$ cat config.mk
export PLATFORM = sky130hd
export DESIGN_NAME = window_flasher_flat
export DESIGN_NICKNAME = d
export VERILOG_FILES = /design/src/rtl/window_flasher_if.sv /design/src/rtl/window_flasher.sv /design/src/flat_wrapper.sv
export SDC_FILE = /design/constraint.sdc
export NUM_CORES = 1
export LEC_CHECK = 0
export ABC_AREA = 1
export BUFFER_PORTS_ARGS = -buffer_cell sky130_fd_sc_hd__buf_4
export CORE_UTILIZATION = 39
export CTS_BUF_LIST = sky130_fd_sc_hd__clkbuf_16
export DETAILED_ROUTE_END_ITERATION = 8
export PLACE_DENSITY = 0.69
export REMOVE_ABC_BUFFERS = 1
export SLEW_MARGIN = 20
export SYNTH_ARGS = -nofsm -noshare
export SYNTH_HDL_FRONTEND = slang
export SYNTH_SLANG_ARGS = --single-unit
$ cat constraint.sdc
create_clock -name Clck -period 3.6 [get_ports Clck]
set_clock_uncertainty 0.05 [all_clocks]
set_input_delay 0.72 -clock Clck [delete_from_list [all_inputs] [get_ports Clck]]
set_output_delay 0.72 -clock Clck [all_outputs]
set_load 0.02 [all_outputs]
$ cat src/rtl/window_flasher_if.sv
// Bus between window_flasher and its environment: continuation handshake,
// window description, pixel-memory read port and VGA plot outputs.
interface window_flasher_if #(
  parameter int X_BITS     = 8,
  parameter int Y_BITS     = 7,
  parameter int COLOR_SIZE = 3,
  parameter int ADDR_BITS  = 15
);
  logic                  in_cont_signal;
  logic                  next_fin_signal;
  logic [X_BITS-1:0]     win_x0;
  logic [Y_BITS-1:0]     win_y0;
  logic [X_BITS:0]       win_w;
  logic [Y_BITS:0]       win_h;
  logic [COLOR_SIZE-1:0] bg_colour;
  logic [ADDR_BITS-1:0]  read_addr;
  logic [COLOR_SIZE-1:0] read_data;
  logic [X_BITS-1:0]     x_co;
  logic [Y_BITS-1:0]     y_co;
  logic [COLOR_SIZE-1:0] colour;
  logic                  plot;
  logic                  out_cont_signal;
  logic                  busy;

  modport master (
    input  in_cont_signal, next_fin_signal, win_x0, win_y0, win_w, win_h,
           bg_colour, read_data,
    output read_addr, x_co, y_co, colour, plot, out_cont_signal, busy
  );

  modport slave (
    output in_cont_signal, next_fin_signal, win_x0, win_y0, win_w, win_h,
           bg_colour, read_data,
    input  read_addr, x_co, y_co, colour, plot, out_cont_signal, busy
  );
endinterface

$ cat src/rtl/window_flasher.sv
// Scans a clipped framebuffer window, reads each pixel and emits one plot per pixel.
// Optional FLASH_SKIP_BG_EN: pixels whose colour equals bg_colour are not plotted.
module window_flasher #(
  parameter int SCR_WIDTH    = 160,
  parameter int SCR_HEIGHT   = 120,
  parameter int COLOR_SIZE   = 3,
  parameter int READ_LATENCY = 1,
  parameter int X_BITS       = 8,
  parameter int Y_BITS       = 7,
  parameter int ADDR_BITS    = 15
) (
  input  logic             Clck,
  input  logic             Reset,
  window_flasher_if.master bus
);
  localparam logic [2:0] IDLE  = 3'd0;
  localparam logic [2:0] ISSUE = 3'd1;
  localparam logic [2:0] WAIT  = 3'd2;
  localparam logic [2:0] PLOT  = 3'd3;
  localparam logic [2:0] DONE  = 3'd4;

  localparam int XW      = X_BITS + 2;
  localparam int YW      = Y_BITS + 2;
  localparam int WC_BITS = $clog2(READ_LATENCY + 2);

  localparam logic [XW-1:0]        SW_X = XW'(SCR_WIDTH);
  localparam logic [YW-1:0]        SH_Y = YW'(SCR_HEIGHT);
  localparam logic [ADDR_BITS-1:0] SW_A = ADDR_BITS'(SCR_WIDTH);
  localparam logic [WC_BITS-1:0]   WLST = WC_BITS'(READ_LATENCY);

  logic [2:0]           state;
  logic [X_BITS-1:0]    x, x0, xe;
  logic [Y_BITS-1:0]    y, ye;
  logic [WC_BITS-1:0]   wcnt;

  logic [XW-1:0]        x_sum;
  logic [YW-1:0]        y_sum;
  logic [X_BITS-1:0]    xe_clip;
  logic [Y_BITS-1:0]    ye_clip;
  logic                 empty, last_col, last_row;
  logic [ADDR_BITS-1:0] addr_n;

  // Sums are two bits wider than the coordinates so x0+w can never wrap.
  assign x_sum   = XW'(bus.win_x0) + XW'(bus.win_w);
  assign y_sum   = YW'(bus.win_y0) + YW'(bus.win_h);
  assign xe_clip = (x_sum > SW_X) ? X_BITS'(SCR_WIDTH)  : x_sum[X_BITS-1:0];
  assign ye_clip = (y_sum > SH_Y) ? Y_BITS'(SCR_HEIGHT) : y_sum[Y_BITS-1:0];
  assign empty   = (bus.win_w == '0) || (bus.win_h == '0) ||
                   (XW'(bus.win_x0) >= SW_X) || (YW'(bus.win_y0) >= SH_Y);

  assign last_col = (x == xe - X_BITS'(1));
  assign last_row = (y == ye - Y_BITS'(1));
  assign addr_n   = ADDR_BITS'(y) * SW_A + ADDR_BITS'(x);

  assign bus.out_cont_signal = (state == DONE);
  assign bus.busy            = (state != IDLE);

`ifdef FLASH_SKIP_BG_EN
  assign bus.plot = (state == PLOT) && (bus.colour != bus.bg_colour);
`else
  assign bus.plot = (state == PLOT);
  logic unused_bg;
  assign unused_bg = ^bus.bg_colour;
`endif

  always_ff @(posedge Clck) begin
    if (!Reset) begin
      state         <= IDLE;
      bus.read_addr <= '0;
      bus.x_co      <= '0;
      bus.y_co      <= '0;
      bus.colour    <= '0;
      x             <= '0;
      y             <= '0;
      x0            <= '0;
      xe            <= '0;
      ye            <= '0;
      wcnt          <= '0;
    end else begin
      case (state)
        IDLE: if (bus.in_cont_signal) begin
          x0    <= bus.win_x0;
          x     <= bus.win_x0;
          y     <= bus.win_y0;
          xe    <= xe_clip;
          ye    <= ye_clip;
          state <= empty ? DONE : ISSUE;
        end
        // Pause point: a dropped in_cont_signal holds here between pixels.
        ISSUE: if (bus.in_cont_signal) begin
          bus.read_addr <= addr_n;
          wcnt          <= '0;
          state         <= WAIT;
        end
        WAIT: if (wcnt == WLST) begin
          bus.colour <= bus.read_data;
          bus.x_co   <= x;
          bus.y_co   <= y;
          state      <= PLOT;
        end else begin
          wcnt <= wcnt + WC_BITS'(1);
        end
        PLOT: if (last_col) begin
          if (last_row) begin
            state <= DONE;
          end else begin
            x     <= x0;
            y     <= y + Y_BITS'(1);
            state <= ISSUE;
          end
        end else begin
          x     <= x + X_BITS'(1);
          state <= ISSUE;
        end
        DONE: if (bus.next_fin_signal) state <= IDLE;
        default: state <= IDLE;
      endcase
    end
  end
endmodule

$ cat src/flat_wrapper.sv
// flat-port wrapper written by rule: the top's interface ports become plain ports
module window_flasher_flat 
#(
  parameter int SCR_WIDTH    = 160,
  parameter int SCR_HEIGHT   = 120,
  parameter int COLOR_SIZE   = 3,
  parameter int READ_LATENCY = 1,
  parameter int X_BITS       = 8,
  parameter int Y_BITS       = 7,
  parameter int ADDR_BITS    = 15
)
  (Clck, Reset, bus_in_cont_signal, bus_next_fin_signal, bus_win_x0, bus_win_y0, bus_win_w, bus_win_h, bus_bg_colour, bus_read_data, bus_read_addr, bus_x_co, bus_y_co, bus_colour, bus_plot, bus_out_cont_signal, bus_busy);
  window_flasher_if #(.X_BITS(X_BITS), .Y_BITS(Y_BITS), .COLOR_SIZE(COLOR_SIZE), .ADDR_BITS(ADDR_BITS)) bus_i ();
  input  logic Clck;
  input  logic Reset;
  input wire logic [$bits(bus_i.in_cont_signal)-1:0] bus_in_cont_signal;
  input wire logic [$bits(bus_i.next_fin_signal)-1:0] bus_next_fin_signal;
  input wire logic [$bits(bus_i.win_x0)-1:0] bus_win_x0;
  input wire logic [$bits(bus_i.win_y0)-1:0] bus_win_y0;
  input wire logic [$bits(bus_i.win_w)-1:0] bus_win_w;
  input wire logic [$bits(bus_i.win_h)-1:0] bus_win_h;
  input wire logic [$bits(bus_i.bg_colour)-1:0] bus_bg_colour;
  input wire logic [$bits(bus_i.read_data)-1:0] bus_read_data;
  output wire logic [$bits(bus_i.read_addr)-1:0] bus_read_addr;
  output wire logic [$bits(bus_i.x_co)-1:0] bus_x_co;
  output wire logic [$bits(bus_i.y_co)-1:0] bus_y_co;
  output wire logic [$bits(bus_i.colour)-1:0] bus_colour;
  output wire logic [$bits(bus_i.plot)-1:0] bus_plot;
  output wire logic [$bits(bus_i.out_cont_signal)-1:0] bus_out_cont_signal;
  output wire logic [$bits(bus_i.busy)-1:0] bus_busy;
  assign bus_i.in_cont_signal = bus_in_cont_signal;
  assign bus_i.next_fin_signal = bus_next_fin_signal;
  assign bus_i.win_x0 = bus_win_x0;
  assign bus_i.win_y0 = bus_win_y0;
  assign bus_i.win_w = bus_win_w;
  assign bus_i.win_h = bus_win_h;
  assign bus_i.bg_colour = bus_bg_colour;
  assign bus_i.read_data = bus_read_data;
  assign bus_read_addr = bus_i.read_addr;
  assign bus_x_co = bus_i.x_co;
  assign bus_y_co = bus_i.y_co;
  assign bus_colour = bus_i.colour;
  assign bus_plot = bus_i.plot;
  assign bus_out_cont_signal = bus_i.out_cont_signal;
  assign bus_busy = bus_i.busy;
  window_flasher #(.SCR_WIDTH(SCR_WIDTH), .SCR_HEIGHT(SCR_HEIGHT), .COLOR_SIZE(COLOR_SIZE), .READ_LATENCY(READ_LATENCY), .X_BITS(X_BITS), .Y_BITS(Y_BITS), .ADDR_BITS(ADDR_BITS)) u_core (.Clck(Clck), .Reset(Reset), .bus(bus_i));
endmodule
==> metrics.cfg <==
[global_route]
grt_max_degree=37
antenna_found_initial=0
overflow=0
grt_pass1_vias=4572
track_usage_pct=19.20
grt_pass1_wl_mm=21.89

[timing]
period_share_pct=69.88
max-slew-margin-rel_pct=34.36
setup_violations=0
finalHoldViolCount=0
final.setup.tns_ps=0
tightest_slew_ps=983.6
slew_viol_final=0
rsz0062_at_grt=no
fmax_mhz=397.5
post-route-min-period_ps=2516

[logic_synthesis]
yosysTopAreaCell=dfxtp_1
ys_warn_count=0
synthDistinctLibCells=35
yosys.area.top_type_share_pct=28.62
synth.avg_cell_area_um2=6.491
synth_ff_type=dfxtp_1
async_reset_ff_share_pct=0
ys_ff_latch=76
synth_area_leaders=dfxtp_1, nand2_1, ha_1
ys_seq_area_share_pct=28.62
synth.most_common_cell=nand2_1
synth_common_cells=nand2_1, nor2_1, inv_1
syn_area_um2=5316
synth_edf_count=0
synthCells=819

[floorplanning]
start_util_pct=40.15
core_area_um2=13240
ios=78
rows=42
die_h_um=118.8
die_x_um=118.8
dieArea_um2=14100

[detailed_routing]
route.detailed.drc=0
finalWirelength_mm=13.03
routedWlPerCell_um=12.22
first_pass_iters=4
detail_route.vias_per_cell=4.824
first_iter_violations=304
vias=5142
final_antenna_net_count=0

[clocking]
post-cts-setup-buffers=0
ctsHoldBuffers=0
clkLatencyLatePin_ps=340
cts_root_buf=clkbuf_16
cts_tree=built
cts.sinks=76
cts_inserted_buffers=9
h-tree-depth=3
cts.path.max_buffers=2
clk_pin_slew_ps=60
post_cts_resize_count=0

[place]
place_area_um2=6042
numPortBuffers=74
hpwl_mm=9.894
gp_congestion=0.8869

[worst_setup_path]
cp_cell_sequence=ha_1 -> ha_1 -> fa_1 -> xor2_1 -> nand3_1 -> nor2_1 -> nand2_1 -> xnor2_1 -> o21ai_0 -> inv_1
cp-end-kind=register
worst_setup_path_start_kind=register
crit_type=register to register
crit_family=adder cells
cp_slowest_cell=dfxtp_1
r2r-start=u_core.y[3]
cpMostUsedCell=ha_1
worst_path_largest_cell_delay_ps=480
critPathBufInv=1
cp.required_ps=3780
critical_path.startpoint=u_core.y[3]
cp_data_arrival_time_ps=2700
cp_max_fo=6

[worst_hold_path]
min_path_type=register to register
hold_start=u_core.bus.colour[1]

[job]
maxCapViolCount=0

[run_status]
outcome=complete, no violations

[final_layout]
areaGrowthSynthToFinish_pct=18.97
n_fill_cell=1379
antennaDiodeCount=0
post-route-util_pct=47.76
layout.nets=965
drive_above_1_share_pct=13.71
fin_area_um2=6325

[power_and_ir_drop]
leakage_nw=3.209
ir_worst_vdd_v=0.0002548
powerDensity_nw_per_um2=603.4

-- cell families (layout without fill, tap and decap cells) --
kind of cell / Yosys count / count (layout) / share of synthesized area (%)
AOI/OAI and AO/OA: 115 / 115 / 11.32
DFF: 76 / 76 / 28.62
buffers and inverters: 120 / 191 / 8.708
xor gates and xnor gates: 36 / 36 / 5.931
adders and majority gates: 37 / 37 / 9.273
and+or+nand+nor: 435 / 435 / 36.15
-- placed cells by master (no fill, tap or decap), types with 6 or more instances in the layout --
master	synthesis	routed
nor2_1	93	93
xnor2_1	10	10
buf_4	1	82
inv_1	92	93
clkbuf_16	0	9
nand3_1	79	79
dfxtp_1	76	76
nand4_1	6	6
ha_1	33	33
xor2_1	26	26
nand3b_1	8	8
nor2_2	10	10
a21oi_1	56	56
o21ai_0	49	49
nand2_1	216	216
-- power by group --
part / leakage [nW] / total (mW) / internal (mW) / switching [mW]
Clock: 0.136 / 0.865 / 0.526 / 0.340
Combinational: 2.45 / 1.74 / 0.675 / 1.06
Sequential: 0.621 / 1.22 / 1.01 / 0.209
Total: 3.21 / 3.82 / 2.21 / 1.61
-- worst register-to-register path, stage by stage, from the launching register on --
cell and delay (ps):
dfxtp_1 480, ha_1 290, ha_1 240, fa_1 410, xor2_1 270, nand3_1 160
nor2_1 130, nand2_1 70, xnor2_1 120, o21ai_0 140, inv_1 50
-- metrics by stage --
step / power (mW) / hold WS, ps / setup slack [ps] / cells
final: 3.816 / 410.6 / 1084 / 1066
after global routing: 4.171 / 424.0 / 899.7 / 1066
after CTS: 3.842 / 413.0 / 1068 / 1066
after detailed placement: 2.961 / 405.8 / 849.1 / 1051
after global placement: 2.942 / 400.5 / 877.1 / 1051
after floorplan: 2.496 / 392.7 / 1187 / 793
-- layout make-up --
type	count	area (um2)	share of cell area [%]
multi-input combinational	623	3332	52.68
sequential	76	1521	24.06
timing repair buffer	82	615.6	9.733
clock buffer	9	225.2	3.561
inverter	94	352.8	5.579
tap	176	220.2	3.482
clock inverter	6	57.56	0.9100
-- per-layer routing --
metal / vias to the layer above / share of wire [%] / global-route usage [%]
li1: 2763 / - / -
met1: 2246 / 52 / 27.82
met2: 122 / 42 / 28.51
met3: 11 / 4.6 / 3.330
met4: 0 / 1.2 / 6.250
met5: - / 0 / 0
-- worst paths after layout --
path              slack, ps  depth (start not counted)                  endpoint
hold / removal          410                          2      u_core.bus.colour[1]
setup / recovery       1080                         10  u_core.bus.read_addr[13]
hold reg to reg         410                          2      u_core.bus.colour[1]
setup reg to reg       1080                         10  u_core.bus.read_addr[13]
-- state kept, by name, summed over array words and instances, names as in the netlist --
name and flops:
u_core.state 3, u_core.bus.x_co 8, u_core.x0 8, u_core.bus.read_addr 15
u_core.xe 8, u_core.bus.y_co 7, u_core.ye 7, u_core.x 8
u_core.wcnt 2, u_core.bus.colour 3, u_core.y 7
Note: power is estimated with default switching activity, not from simulation.
